<file path="src/rtl/ifu_fetch_if.sv">
// Instruction-memory request/response port: one outstanding fetch at a time.
interface ifu_fetch_if;
  logic        imem_req;
  logic [31:0] imem_addr;
  logic        imem_rvalid;
  logic [31:0] imem_rdata;

  modport master (
    output imem_req,
    output imem_addr,
    input  imem_rvalid,
    input  imem_rdata
  );

  modport slave (
    input  imem_req,
    input  imem_addr,
    output imem_rvalid,
    output imem_rdata
  );
endinterface

</file>
<file path="src/rtl/ifu_fetch.sv">
// Fetch and next-PC unit for the single-cycle MIPS core.
// A fetch/execute sequence lets instruction memory have variable latency.
module ifu_fetch #(
  parameter logic [31:0] RESET_PC = 32'h0000_3000
) (
  input  logic               clk,
  input  logic               rst_n,
  input  logic               nPC_sel_i,
  input  logic               j_sel_i,
  input  logic               zero_i,
  input  logic               stall_i,
  ifu_fetch_if.master        imem,
  output logic [31:0]        instr_o,
  output logic [5:0]         type_o,
  output logic [5:0]         LSBs_o,
  output logic [31:0]        pc_o,
  output logic [31:0]        pc_plus4_o,
  output logic               instr_valid_o,
  output logic               err_spurious_o
);

  typedef enum logic [1:0] {S_IDLE, S_FETCH, S_WAIT, S_EXEC} state_t;

  state_t      state_q, state_d;
  logic [31:0] pc_q, pc_d;
  logic [31:0] instr_q, instr_d;
  logic        err_q, err_d;
  logic [31:0] pc_plus4;
  logic [31:0] br_offset;
  logic [31:0] next_pc;

  always_ff @(posedge clk or negedge rst_n) begin
    if (!rst_n) begin
      state_q <= S_IDLE;
      pc_q    <= RESET_PC;
      instr_q <= '0;
      err_q   <= 1'b0;
    end else begin
      state_q <= state_d;
      pc_q    <= pc_d;
      instr_q <= instr_d;
      err_q   <= err_d;
    end
  end

  assign pc_plus4  = pc_q + 32'd4;
  assign br_offset = {{14{instr_q[15]}}, instr_q[15:0], 2'b00};

  // Jump beats branch when the decoder raises both selects.
  always_comb begin
    next_pc = pc_plus4;
    if (j_sel_i) begin
      next_pc = {pc_plus4[31:28], instr_q[25:0], 2'b00};
    end else if (nPC_sel_i && zero_i) begin
      next_pc = pc_plus4 + br_offset;
    end
  end

  always_comb begin
    state_d = state_q;
    pc_d    = pc_q;
    instr_d = instr_q;
    err_d   = err_q | (imem.imem_rvalid && (state_q != S_WAIT));
    unique case (state_q)
      S_IDLE:  state_d = S_FETCH;
      S_FETCH: state_d = S_WAIT;
      S_WAIT: begin
        if (imem.imem_rvalid) begin
          instr_d = imem.imem_rdata;
          state_d = S_EXEC;
        end
      end
      S_EXEC: begin
        if (!stall_i) begin
          pc_d    = next_pc;
          state_d = S_FETCH;
        end
      end
      default: state_d = S_IDLE;
    endcase
  end

  assign imem.imem_req  = (state_q == S_FETCH);
  assign imem.imem_addr = pc_q;

  assign instr_o        = instr_q;
  assign type_o         = instr_q[31:26];
  assign LSBs_o         = instr_q[5:0];
  assign pc_o           = pc_q;
  assign pc_plus4_o     = pc_plus4;
  assign instr_valid_o  = (state_q == S_EXEC);
  assign err_spurious_o = err_q;

endmodule
</file>
<file path="src/flat_wrapper.sv">
// flat-port wrapper written by rule: the top's interface ports become plain ports
module ifu_fetch_flat 
#(
  parameter logic [31:0] RESET_PC = 32'h0000_3000
)
  (clk, rst_n, nPC_sel_i, j_sel_i, zero_i, stall_i, instr_o, type_o, LSBs_o, pc_o, pc_plus4_o, instr_valid_o, err_spurious_o, imem_imem_req, imem_imem_addr, imem_imem_rvalid, imem_imem_rdata);
  ifu_fetch_if imem_i ();
  input  logic clk;
  input  logic rst_n;
  input  logic nPC_sel_i;
  input  logic j_sel_i;
  input  logic zero_i;
  input  logic stall_i;
  output logic [31:0] instr_o;
  output logic [5:0] type_o;
  output logic [5:0] LSBs_o;
  output logic [31:0] pc_o;
  output logic [31:0] pc_plus4_o;
  output logic instr_valid_o;
  output logic err_spurious_o;
  output wire logic [$bits(imem_i.imem_req)-1:0] imem_imem_req;
  output wire logic [$bits(imem_i.imem_addr)-1:0] imem_imem_addr;
  input wire logic [$bits(imem_i.imem_rvalid)-1:0] imem_imem_rvalid;
  input wire logic [$bits(imem_i.imem_rdata)-1:0] imem_imem_rdata;
  assign imem_imem_req = imem_i.imem_req;
  assign imem_imem_addr = imem_i.imem_addr;
  assign imem_i.imem_rvalid = imem_imem_rvalid;
  assign imem_i.imem_rdata = imem_imem_rdata;
  ifu_fetch #(.RESET_PC(RESET_PC)) u_core (.clk(clk), .rst_n(rst_n), .nPC_sel_i(nPC_sel_i), .j_sel_i(j_sel_i), .zero_i(zero_i), .stall_i(stall_i), .imem(imem_i), .instr_o(instr_o), .type_o(type_o), .LSBs_o(LSBs_o), .pc_o(pc_o), .pc_plus4_o(pc_plus4_o), .instr_valid_o(instr_valid_o), .err_spurious_o(err_spurious_o));
endmodule
</file>
<file path="config.mk">
export PLATFORM = sky130hd
export DESIGN_NAME = ifu_fetch_flat
export DESIGN_NICKNAME = d
export VERILOG_FILES = /design/src/rtl/ifu_fetch_if.sv /design/src/rtl/ifu_fetch.sv /design/src/flat_wrapper.sv
export SDC_FILE = /design/constraint.sdc
export NUM_CORES = 1
export LEC_CHECK = 0
export ABC_CLOCK_PERIOD_IN_PS = 3900
export CAP_MARGIN = 25
export CORE_AREA = 5 5 98 136
export DETAILED_ROUTE_END_ITERATION = 6
export DIE_AREA = 0 0 103 141
export PLACE_DENSITY = 0.88
export SKIP_LAST_GASP = 1
export SYNTH_ARGS = -nofsm -noshare
export SYNTH_HDL_FRONTEND = slang
export SYNTH_SLANG_ARGS = --single-unit
</file>
<file path="constraint.sdc">
create_clock -name clk -period 3.9 [get_ports clk]
set_clock_uncertainty 0.15 [all_clocks]
set_input_delay 1.17 -clock clk [delete_from_list [all_inputs] [get_ports clk]]
set_output_delay 1.17 -clock clk [all_outputs]
set_load 0.02 [all_outputs]
</file>
==> reports/metrics.cfg <==
[timing]
hold_viol = 0
rsz0062_at_grt = true
maxSlewViolCount = 0
final.period_utilization = 1.03
timing.fmax_mhz = 250
setup_viol = 1
tightest_slew_ns = 0.666
slew_headroom = 0.555
whs_ns = 0.332
setup_ws_ns = -0.102
fin_crit_ns = 4.00

[route]
post-route-drc-count = 0
via_per_inst = 5.89
ant_nets = 0
via_count = 5754
first_pass_iters = 5
drt_iter0_markers = 461
wl_per_cell_um = 19.2
routed_wl_um = 18700

[logic_synthesis]
ys_types = 59
synth_edf_count = 0
syn_area_mm2 = 0.00558
synth_ff_type = dfrtp_1
syn_inst = 645
async_flop_share = 1.00
yosys_warnings = 0
syn_avg_cell_area_um2 = 8.66
ys_ff_latch = 65
synth_seq_area_share = 0.292

[critical_path]
reg2reg_slack_ns = 0.15
cp-startpoint = u_core.imem.imem_addr[2]$_DFFE_PN0P_
endpoint = pc_plus4_o[14]
r2r_start = u_core.imem.imem_addr[8]$_DFFE_PN0P_
crit_fanout = 4
worstSetupPathType = reg2out
worst_ep_required_time_ns = 2.58
r2r_end = u_core.imem.imem_addr[26]$_DFFE_PN0P_
max_stage_delay_ns = 0.64
path_cells = ha_1 > nand4_1 > nor2_2 > buf_4 > nand4_1 > xnor2_2 > buf_4 > clkdlybuf4s50_1
ff2ff_path_depth = 15
arrival_ns = 2.68
start_kind = flip-flop
critPathCaptureType = primary output
slowest_stage = clkdlybuf4s50_1

[hold_path]
holdCritPathClass = reg2reg

[place]
place_hpwl_um = 14000
placed_area_mm2 = 0.00755
place_congestion = 0.954
dp_slack_ns = -0.000355
numPortBuffers = 175

[cells_and_area]
fin_nets = 902
n_antenna_cell = 0
drive_above_1_share = 0.178
area_growth_pct = 43.0
fin_area_mm2 = 0.00799
final_core_util = 0.658

[clock_tree]
htree_num_levels = 3
numCtsBuffers = 9
cts-root-buf = clkbuf_16
clk_latency_ns = 0.34
clk_pin_slew_worst_paths_ns = 0.05
cts_tree = yes
cts.sinks = 65
clockBufferDepth = 2

[global_routing]
grt_pass1_wl_um = 28900
grt_max_degree = 29
antenna_found_initial = 0
overflow = 0
grtUsageTotal = 0.254
grt_pass1_vias = 5766

[floorplanning]
start_util = 0.460
chipHeight_um = 141
die_w_um = 103
core_mm2 = 0.0121
row_count = 48
die-area_mm2 = 0.0145
io_pins = 182

[run_status]
status = finished with violations
violations = negative setup slack

[power_and_ir_drop]
finalPower_uw = 8850
p_leak_uw = 0.00357
peakVddDrop_mv = 0.633
powerDensity_mw_per_mm2 = 1110

[flow_run]
maxCapViolations = 0

-- area by class of cell --
class	count	area [µm²]
Fill cell	926	4150
Clock inverter	4	51.3
Inverter	13	48.8
Tap cell	150	188
Clock buffer	12	256
Sequential cell	65	1630
Multi-Input combinational cell	500	3620
Timing Repair Buffer	233	2190
-- metrics by stage --
step / std cells / setup TNS (ns)
6_report: 977 / -0.102
5_1_grt: 977 / -0.257
4_1_cts: 976 / -0.266
3_5_place_dp: 960 / -0.000355
3_3_place_gp: 960 / 0
2_1_floorplan: 650 / -0.0197
-- cells in the final DEF, fill, tap and decap left out, types with 8 or more instances in the layout --
master	synthesis	layout
clkdlybuf4s50_1	0	160
dfrtp_1	63	63
nand2_1	62	62
buf_4	48	58
a21oi_1	48	46
nor2_1	40	37
ha_1	40	37
o21ai_0	35	35
mux2_2	33	33
nand3_1	28	28
a21o_1	20	20
xnor2_1	26	18
xor2_1	20	17
o21ai_1	14	14
inv_1	13	13
and3_1	12	11
nand4_1	10	10
o211ai_1	10	10
a31oi_1	9	9
clkbuf_16	0	9
xnor2_2	0	8
or3_1	8	8
dlygate4sd2_1	0	8
-- cell usage after synthesis (all sizes together) (3+ instances only) --
library cell	n	area share
a211o	4	0.0063
a211oi	7	0.010
a21o	20	0.027
a21oi	53	0.054
a31oi	10	0.012
and2	6	0.0067
and3	12	0.013
buf	58	0.072
clkbuf	14	0.0094
dfrtp	63	0.28
ha	40	0.090
inv	13	0.0087
mux2	36	0.073
mux2i	4	0.0072
nand2	62	0.042
nand2b	6	0.0067
nand3	28	0.025
nand4	10	0.011
nor2	41	0.028
nor2b	4	0.0045
nor3	5	0.0054
nor3b	3	0.0040
o211ai	11	0.017
o21a	3	0.0040
o21ai	49	0.044
o22ai	3	0.0034
o31ai	3	0.0058
or3	8	0.0090
xnor2	26	0.041
xor2	20	0.031
-- per-layer routing --
| metal | wire (µm) | GRT usage |
|---|---|---|
| met2 | 9600 | 0.439 |
| met1 | 6730 | 0.284 |
| met4 | 1020 | 0.138 |
| met5 | 0 | 0 |
| met3 | 1400 | 0.0525 |
-- critical path: cells and delay by family (launching register included) --
kind / cells / cell delay, ns
xor gates and xnor gates: 1 / 0.29
adders and majority gates: 1 / 0.21
buffers and inverters: 3 / 0.98
DFF: 1 / 0.35
and+or+nand+nor: 3 / 0.51
-- worst min-delay path by stage --
stage,start,end,slack [ns],depth (start not counted)
3_5_place_dp,u_core.err_spurious_o$_DFF_PN0_,u_core.err_spurious_o$_DFF_PN0_,0.30,1
6_report,u_core.err_spurious_o$_DFF_PN0_,u_core.err_spurious_o$_DFF_PN0_,0.33,1
3_3_place_gp,u_core.err_spurious_o$_DFF_PN0_,u_core.err_spurious_o$_DFF_PN0_,0.29,1
4_1_cts,u_core.err_spurious_o$_DFF_PN0_,u_core.err_spurious_o$_DFF_PN0_,0.34,1
5_1_grt,u_core.err_spurious_o$_DFF_PN0_,u_core.err_spurious_o$_DFF_PN0_,0.35,1
2_1_floorplan,u_core.imem.imem_addr[13]$_DFFE_PN1P_,u_core.imem.imem_addr[13]$_DFFE_PN1P_,0.39,2
-- sequential cells by signal (all words and copies together) (netlist names) --
| signal | cells |
|---|---|
| u_core.imem.imem_addr | 30 |
| u_core.err_spurious_o | 1 |
| u_core.instr_o | 32 |
| u_core.state_q | 2 |
-- timing repair --
action,in CTS,in global routing
resized for setup,12,25
pin swaps,0,8
setup buffers,0,1
endpoints found under the setup margin,15,22
hold buffers,0,0
-- power by group --
group	total (µW)	switching (µW)	internal (µW)	leakage (µW)
clock	825	295	529	0.000149
sequential	1430	422	1010	0.000773
combinational	6590	3600	3000	0.00264
-- cells by family after synthesis --
kind of cell,count (synthesis),share of synthesized area
fa+ha+maj,41,0.0932
flops,65,0.292
buf+inv,85,0.0903
simple gates,189,0.161
other cells,1,0.000672
compound gates,178,0.211
xor+xnor,46,0.0722
mux,40,0.0798
No activity file was read; power rests on OpenSTA's default activity.
